File: src/rtl/rd4_pkg.sv
// rd4_pkg: shared constants, stage-depth helper and per-stage control record
// for the pipelined radix-4 adder/subtractor.
package rd4_pkg;

  // Width of one radix-4 digit in bits
  localparam int RD4_DIGIT_W = 2;

  // Control half of a pipeline stage record. The data half (partial sum with
  // unresolved A digits above it, and effective B) depends on WIDTH, so the
  // top module wraps this struct together with those vectors.
  typedef struct packed {
    logic valid;
    logic sub;
    logic is_signed;
    logic carry;
    logic ovf;
  } rd4_ctrl_t;

  // Pipeline depth: one stage per group of digits_per_stage radix-4 digits
  function automatic int rd4_stages(input int width, input int digits_per_stage);
    return width / (RD4_DIGIT_W * digits_per_stage);
  endfunction

endpackage

File: src/rtl/rd4_digit.sv
// rd4_digit: combinational single radix-4 digit adder (2-bit a + b + cin).
module rd4_digit
  import rd4_pkg::*;
(
  input  logic [RD4_DIGIT_W-1:0] a,
  input  logic [RD4_DIGIT_W-1:0] b,
  input  logic                   cin,
  output logic [RD4_DIGIT_W-1:0] sum,
  output logic                   cout
);

  logic [RD4_DIGIT_W:0] total;

  // Three-input add; the extra top bit is the carry into the next digit
  always_comb begin
    total = {1'b0, a} + {1'b0, b} + {{RD4_DIGIT_W{1'b0}}, cin};
  end

  assign sum  = total[RD4_DIGIT_W-1:0];
  assign cout = total[RD4_DIGIT_W];

endmodule

File: src/rtl/rd4_pipe_adder.sv
// rd4_pipe_adder: pipelined radix-4 adder/subtractor with valid/ready
// handshake and global stall. Each stage resolves DIGITS_PER_STAGE digits.
// Optional macro RD4_SAT_EN: clamp the result on overflow instead of wrapping.
module rd4_pipe_adder
  import rd4_pkg::*;
#(
  parameter int WIDTH            = 16,
  parameter int DIGITS_PER_STAGE = 2
) (
  input  logic             clk,
  input  logic             rst,
  input  logic             in_valid,
  output logic             in_ready,
  input  logic [WIDTH-1:0] a,
  input  logic [WIDTH-1:0] b,
  input  logic             cin,
  input  logic             sub,
  input  logic             is_signed,
  output logic             out_valid,
  input  logic             out_ready,
  output logic [WIDTH-1:0] sum,
  output logic             cout,
  output logic             ovf
);

  localparam int STAGES  = rd4_stages(WIDTH, DIGITS_PER_STAGE);
  localparam int GROUP_W = RD4_DIGIT_W * DIGITS_PER_STAGE;

  // acc holds resolved sum bits below the current group and still-unresolved
  // A digits above it; opb is B after the subtract inversion.
  typedef struct packed {
    rd4_ctrl_t        ctrl;
    logic [WIDTH-1:0] acc;
    logic [WIDTH-1:0] opb;
  } stage_t;

  stage_t stage_q [STAGES];
  stage_t stage_d [STAGES];
  logic   adv;

  // The whole pipe moves only when the output slot is empty or being drained
  assign adv      = ~stage_q[STAGES-1].ctrl.valid | out_ready;
  assign in_ready = adv;

  for (genvar k = 0; k < STAGES; k++) begin : g_stage
    stage_t                    in_rec;
    stage_t                    nxt;
    logic [GROUP_W-1:0]        grp_sum;
    logic [DIGITS_PER_STAGE:0] chain;

    if (k == 0) begin : g_src
      // Stage 0 reads the ports; subtract inverts B and forces the carry-in
      always_comb begin
        in_rec                = '0;
        in_rec.ctrl.valid     = in_valid;
        in_rec.ctrl.sub       = sub;
        in_rec.ctrl.is_signed = is_signed;
        in_rec.ctrl.carry     = sub | cin;
        in_rec.acc            = a;
        in_rec.opb            = sub ? ~b : b;
      end
    end else begin : g_link
      assign in_rec = stage_q[k-1];
    end

    assign chain[0] = in_rec.ctrl.carry;

    for (genvar d = 0; d < DIGITS_PER_STAGE; d++) begin : g_digit
      rd4_digit u_digit (
        .a    (in_rec.acc[k*GROUP_W + d*RD4_DIGIT_W +: RD4_DIGIT_W]),
        .b    (in_rec.opb[k*GROUP_W + d*RD4_DIGIT_W +: RD4_DIGIT_W]),
        .cin  (chain[d]),
        .sum  (grp_sum[d*RD4_DIGIT_W +: RD4_DIGIT_W]),
        .cout (chain[d+1])
      );
    end

    // Replace digit group k with its sum; the last stage also decides overflow
    always_comb begin
      nxt                             = in_rec;
      nxt.acc[k*GROUP_W +: GROUP_W]   = grp_sum;
      nxt.ctrl.carry                  = chain[DIGITS_PER_STAGE];
      nxt.ctrl.ovf                    = 1'b0;
      if (k == STAGES - 1) begin
        if (in_rec.ctrl.is_signed) begin
          nxt.ctrl.ovf = (in_rec.acc[WIDTH-1] == in_rec.opb[WIDTH-1]) &&
                         (grp_sum[GROUP_W-1] != in_rec.acc[WIDTH-1]);
        end else begin
          nxt.ctrl.ovf = in_rec.ctrl.sub ? ~chain[DIGITS_PER_STAGE]
                                         :  chain[DIGITS_PER_STAGE];
        end
`ifdef RD4_SAT_EN
        if (nxt.ctrl.ovf) begin
          if (in_rec.ctrl.is_signed) begin
            nxt.acc = in_rec.acc[WIDTH-1] ? {1'b1, {(WIDTH-1){1'b0}}}
                                          : {1'b0, {(WIDTH-1){1'b1}}};
          end else begin
            nxt.acc = in_rec.ctrl.sub ? '0 : '1;
          end
        end
`endif
      end
    end

    assign stage_d[k] = nxt;
  end

  // Stage registers: bubbles clear only the valid bit so stale data never
  // reaches the outputs; everything holds while the pipe is stalled
  always_ff @(posedge clk or posedge rst) begin
    if (rst) begin
      for (int k = 0; k < STAGES; k++) begin
        stage_q[k] <= '0;
      end
    end else if (adv) begin
      for (int k = 0; k < STAGES; k++) begin
        if (stage_d[k].ctrl.valid) begin
          stage_q[k] <= stage_d[k];
        end else begin
          stage_q[k].ctrl.valid <= 1'b0;
        end
      end
    end
  end

  assign out_valid = stage_q[STAGES-1].ctrl.valid;
  assign sum       = stage_q[STAGES-1].acc;
  assign cout      = stage_q[STAGES-1].ctrl.carry;
  assign ovf       = stage_q[STAGES-1].ctrl.ovf;

endmodule

File: config.mk
export PLATFORM = sky130hd
export DESIGN_NAME = rd4_pipe_adder
export DESIGN_NICKNAME = d
export VERILOG_FILES = /design/src/rtl/rd4_pkg.sv /design/src/rtl/rd4_digit.sv /design/src/rtl/rd4_pipe_adder.sv
export SDC_FILE = /design/constraint.sdc
export NUM_CORES = 1
export LEC_CHECK = 0
export CAP_MARGIN = 40
export CORE_UTILIZATION = 30
export CTS_CLUSTER_DIAMETER = 100
export DETAILED_ROUTE_END_ITERATION = 10
export HOLD_SLACK_MARGIN = 0.12
export PLACE_DENSITY_LB_ADDON = 0.15
export SETUP_SLACK_MARGIN = 0.02
export SYNTH_ARGS = -nofsm -noshare
export SYNTH_HDL_FRONTEND = slang
export SYNTH_HIERARCHICAL = 1
export SYNTH_SLANG_ARGS = --single-unit
File: constraint.sdc
create_clock -name clk -period 5 [get_ports clk]
set_input_delay 0.75 -clock clk [delete_from_list [all_inputs] [get_ports clk]]
set_output_delay 0.75 -clock clk [all_outputs]
set_load 0.03 [all_outputs]
==> flow_metrics.tcl <==
set metrics [dict create \
    initial_utilization_pct 30.81 \
    min_to "g_stage[2].in_rec[24]$_DFFE_PP0P_" \
    fin_setup_tns_ps 0 \
    fin_util_pct 37.44 \
    switching_share_pct 33.70 \
    max_slew_margin_pct 58.76 \
    synth_cells 344 \
    fin_ws_ps 1666 \
    drt-total-wl_mm 8.189 \
    fin_hold_ws_ps 494.2 \
    ys_ff_latch 103 \
    cts_max_level 3 \
    synthTopCellsByArea "dfrtp_1, mux2_2, fa_1" \
    diodes 0 \
    rsz0062_at_grt "false" \
    synth_enable_flop_cells 0 \
    cellLeakagePower_nw 2.607 \
    critPathLaunchType "input port" \
    cp.arrival_ps 3550 \
    clk_pin_slew_worst_paths_ps 70 \
    post_dp_cell_area_um2 5433 \
    die_h_um 126.9 \
    syn_area_per_cell_um2 13.61 \
    cts-resized-gates 0 \
    vias 2539 \
    hold_viol_final 0 \
    path_max_fanout 3 \
    p_switching_mw 1.183 \
    fmax_ghz 0.3000 \
    p_comb_share_pct 41.6 \
    cts_tree "yes" \
    cts-root-buf "clkbuf_16" \
    power_mw 3.511 \
    drcViolationCount 0 \
    regToRegSetupSlack_ps 2280 \
    grt.overflow.total 0 \
    synth.most_common_cell "dfrtp_1" \
    grt_pass1_vias 2737 \
    core_um2 15200 \
    critPathKind "in -> reg" \
    tightest_slew_ps 616.5 \
    post_cts_buffers 0 \
    clkPwrFrac_pct 17.8 \
    clk_latency_ps 340 \
    regToRegEndpoint "ovf$_DFFE_PP0P_" \
    ys_seq_area_share_pct 55.04 \
    first_pass_iters 4 \
    skew_ps 9.052 \
    p_seq_share_pct 40.6 \
    holdPathStages 1 \
    syn_area_um2 4683 \
    cts_hold_buf 0 \
    design_area_um2 5692 \
    synth_ff_type "dfrtp_1" \
    syn2layout_area_growth_pct 21.53 \
    r2r_cells 11 \
    hpwl_mm 5.543 \
    ioPinCount 59 \
    yosysWarnings 6 \
    numCtsBuffers 9 \
    maxCapViolations 0 \
    netlist_top_cells_count "dfrtp_1, inv_1, mux2_2" \
    hold_path_startpoint "g_stage[1].in_rec[24]$_DFFE_PP0P_" \
    antenna_found_initial 0 \
    min_period_ps 3334 \
    crit_required_ps 5220 \
    synth_area_leader_cell "dfrtp_1" \
    placed_cells 579 \
    vdd_ir_drop_max_uv 215.9 \
    fillCellCount 1489 \
    drtAntennaViolNets 0 \
    grt_max_degree 62 \
    wl_per_cell_um 13.76 \
    cts_sinks 103 \
    die_x_um 126.9 \
    dp_worst_setup_slack_ps 1293 \
    r2r_start "g_stage[3].in_rec[28]$_DFFE_PP0P_" \
    synth_top_area_share_pct 55.04 \
    drive_gt1_share_pct 26.78 \
    stdcell_count 595 \
    grt_use_total_pct 11.49 \
    hold_path.class "reg -> reg" \
    syn_nets 399 \
    setup_viol 0 \
    drtIter0Drc 135 \
    finalWeightedCongestion 0.6599 \
    vias_per_cell 4.267 \
    grt_pass1_wl_mm 14.22 \
    critPathCaptureType "flip-flop" \
    outcome "complete, no violations" \
    fin_nets 457 \
    min_period_over_period_pct 66.67 \
    p_per_area_nw_per_um2 616.9 \
    internal_power_mw 2.328 \
    io_buffers 58 \
    clock_path_buffers 2 \
    num_rows 45 \
    die-area_um2 16120 \
    ys_types 24 \
    postSynth.asyncResetShare_pct 100.0 \
    drv_slew 0 \
    crit_start "sub" \
]
==> final cells by class <==
| class | count | area, um^2 | area share (%) |
|---|---|---|---|
| clock buffers | 12 | 236.5 | 4.155 |
| clock inverters | 4 | 22.52 | 0.3957 |
| inverters | 68 | 257.7 | 4.528 |
| multi-input cells | 159 | 1739 | 30.56 |
| flip-flops and latches | 103 | 2577 | 45.28 |
| well taps | 188 | 235.2 | 4.133 |
| repair buffers | 61 | 623.1 | 10.95 |
==> worst max path at each step <==
| stage | end | slack (ps) | depth (start not counted) |
|---|---|---|---|
| 6_report | g_stage[1].in_rec[19]$_DFFE_PP0P_ | 1670 | 11 |
| 5_1_grt | g_stage[1].in_rec[19]$_DFFE_PP0P_ | 1530 | 11 |
| 4_1_cts | g_stage[1].in_rec[19]$_DFFE_PP0P_ | 1660 | 11 |
| 3_5_place_dp | g_stage[1].in_rec[19]$_DFFE_PP0P_ | 1290 | 11 |
| 3_3_place_gp | g_stage[1].in_rec[19]$_DFFE_PP0P_ | 1290 | 11 |
| 2_1_floorplan | cout$_DFFE_PP0P_ | 1550 | 1 |
==> registers in the layout, summed over array words and instances, names as in the netlist <==
register,count
g_stage.in_rec,81
g_stage.chain,3
sum,16
out_valid,1
cout,1
ovf,1
==> critical path, stage by stage <==
cell and delay [ps]:
clkdlybuf4s50_1 580, xor2_1 160, inv_1 70, fa_1 400, fa_1 360, inv_1 60, inv_1 40, fa_1 370
fa_1 480, inv_1 40, mux2_4 240
==> cell usage in the layout, fill, tap and decap left out, types with 2 or more instances in the layout <==
cell / synthesis / final
clkdlybuf4s50_1: 0 / 58
clkinv_2: 0 / 3
fa_1: 16 / 16
mux2_2: 68 / 68
mux2_4: 17 / 17
dfrtp_1: 103 / 103
buf_4: 7 / 2
inv_1: 68 / 67
a21oi_1: 24 / 24
o21ai_0: 3 / 3
xor2_1: 5 / 5
nand2_1: 3 / 3
clkbuf_1: 1 / 3
xnor2_1: 12 / 12
clkbuf_16: 0 / 9
nand2_4: 2 / 2
==> cell families (layout without fill, tap and decap cells) <==
logic type / after synthesis / in the layout / synth area share [%]
buffers and inverters: 82 / 145 / 7.828
AO/OA/AOI/OAI: 30 / 30 / 3.473
XOR/XNOR: 17 / 17 / 3.179
flip-flops: 103 / 103 / 55.04
adder cells (fa/ha/maj): 16 / 16 / 6.839
multiplexers: 86 / 86 / 22.04
AND/OR/NAND/NOR: 10 / 10 / 1.603
==> power groups by stage <==
stage / logic, mW / registers [mW] / clock network, mW
3_5_place_dp: 1.50 / 1.45 / 0
2_1_floorplan: 0.977 / 1.54 / 0
6_report: 1.46 / 1.42 / 0.626
5_1_grt: 1.65 / 1.48 / 0.684
3_3_place_gp: 1.47 / 1.44 / 0
4_1_cts: 1.50 / 1.43 / 0.654
==> metal layers <==
layer,vias up,GRT usage [%],wire length [um]
li1,1217,-,-
met1,1265,16.07,4174
met2,51,17.52,3613
met3,6,2.741,285
met4,0,3.782,114
met5,-,0,0
Note: power is estimated with default switching activity, not from simulation.
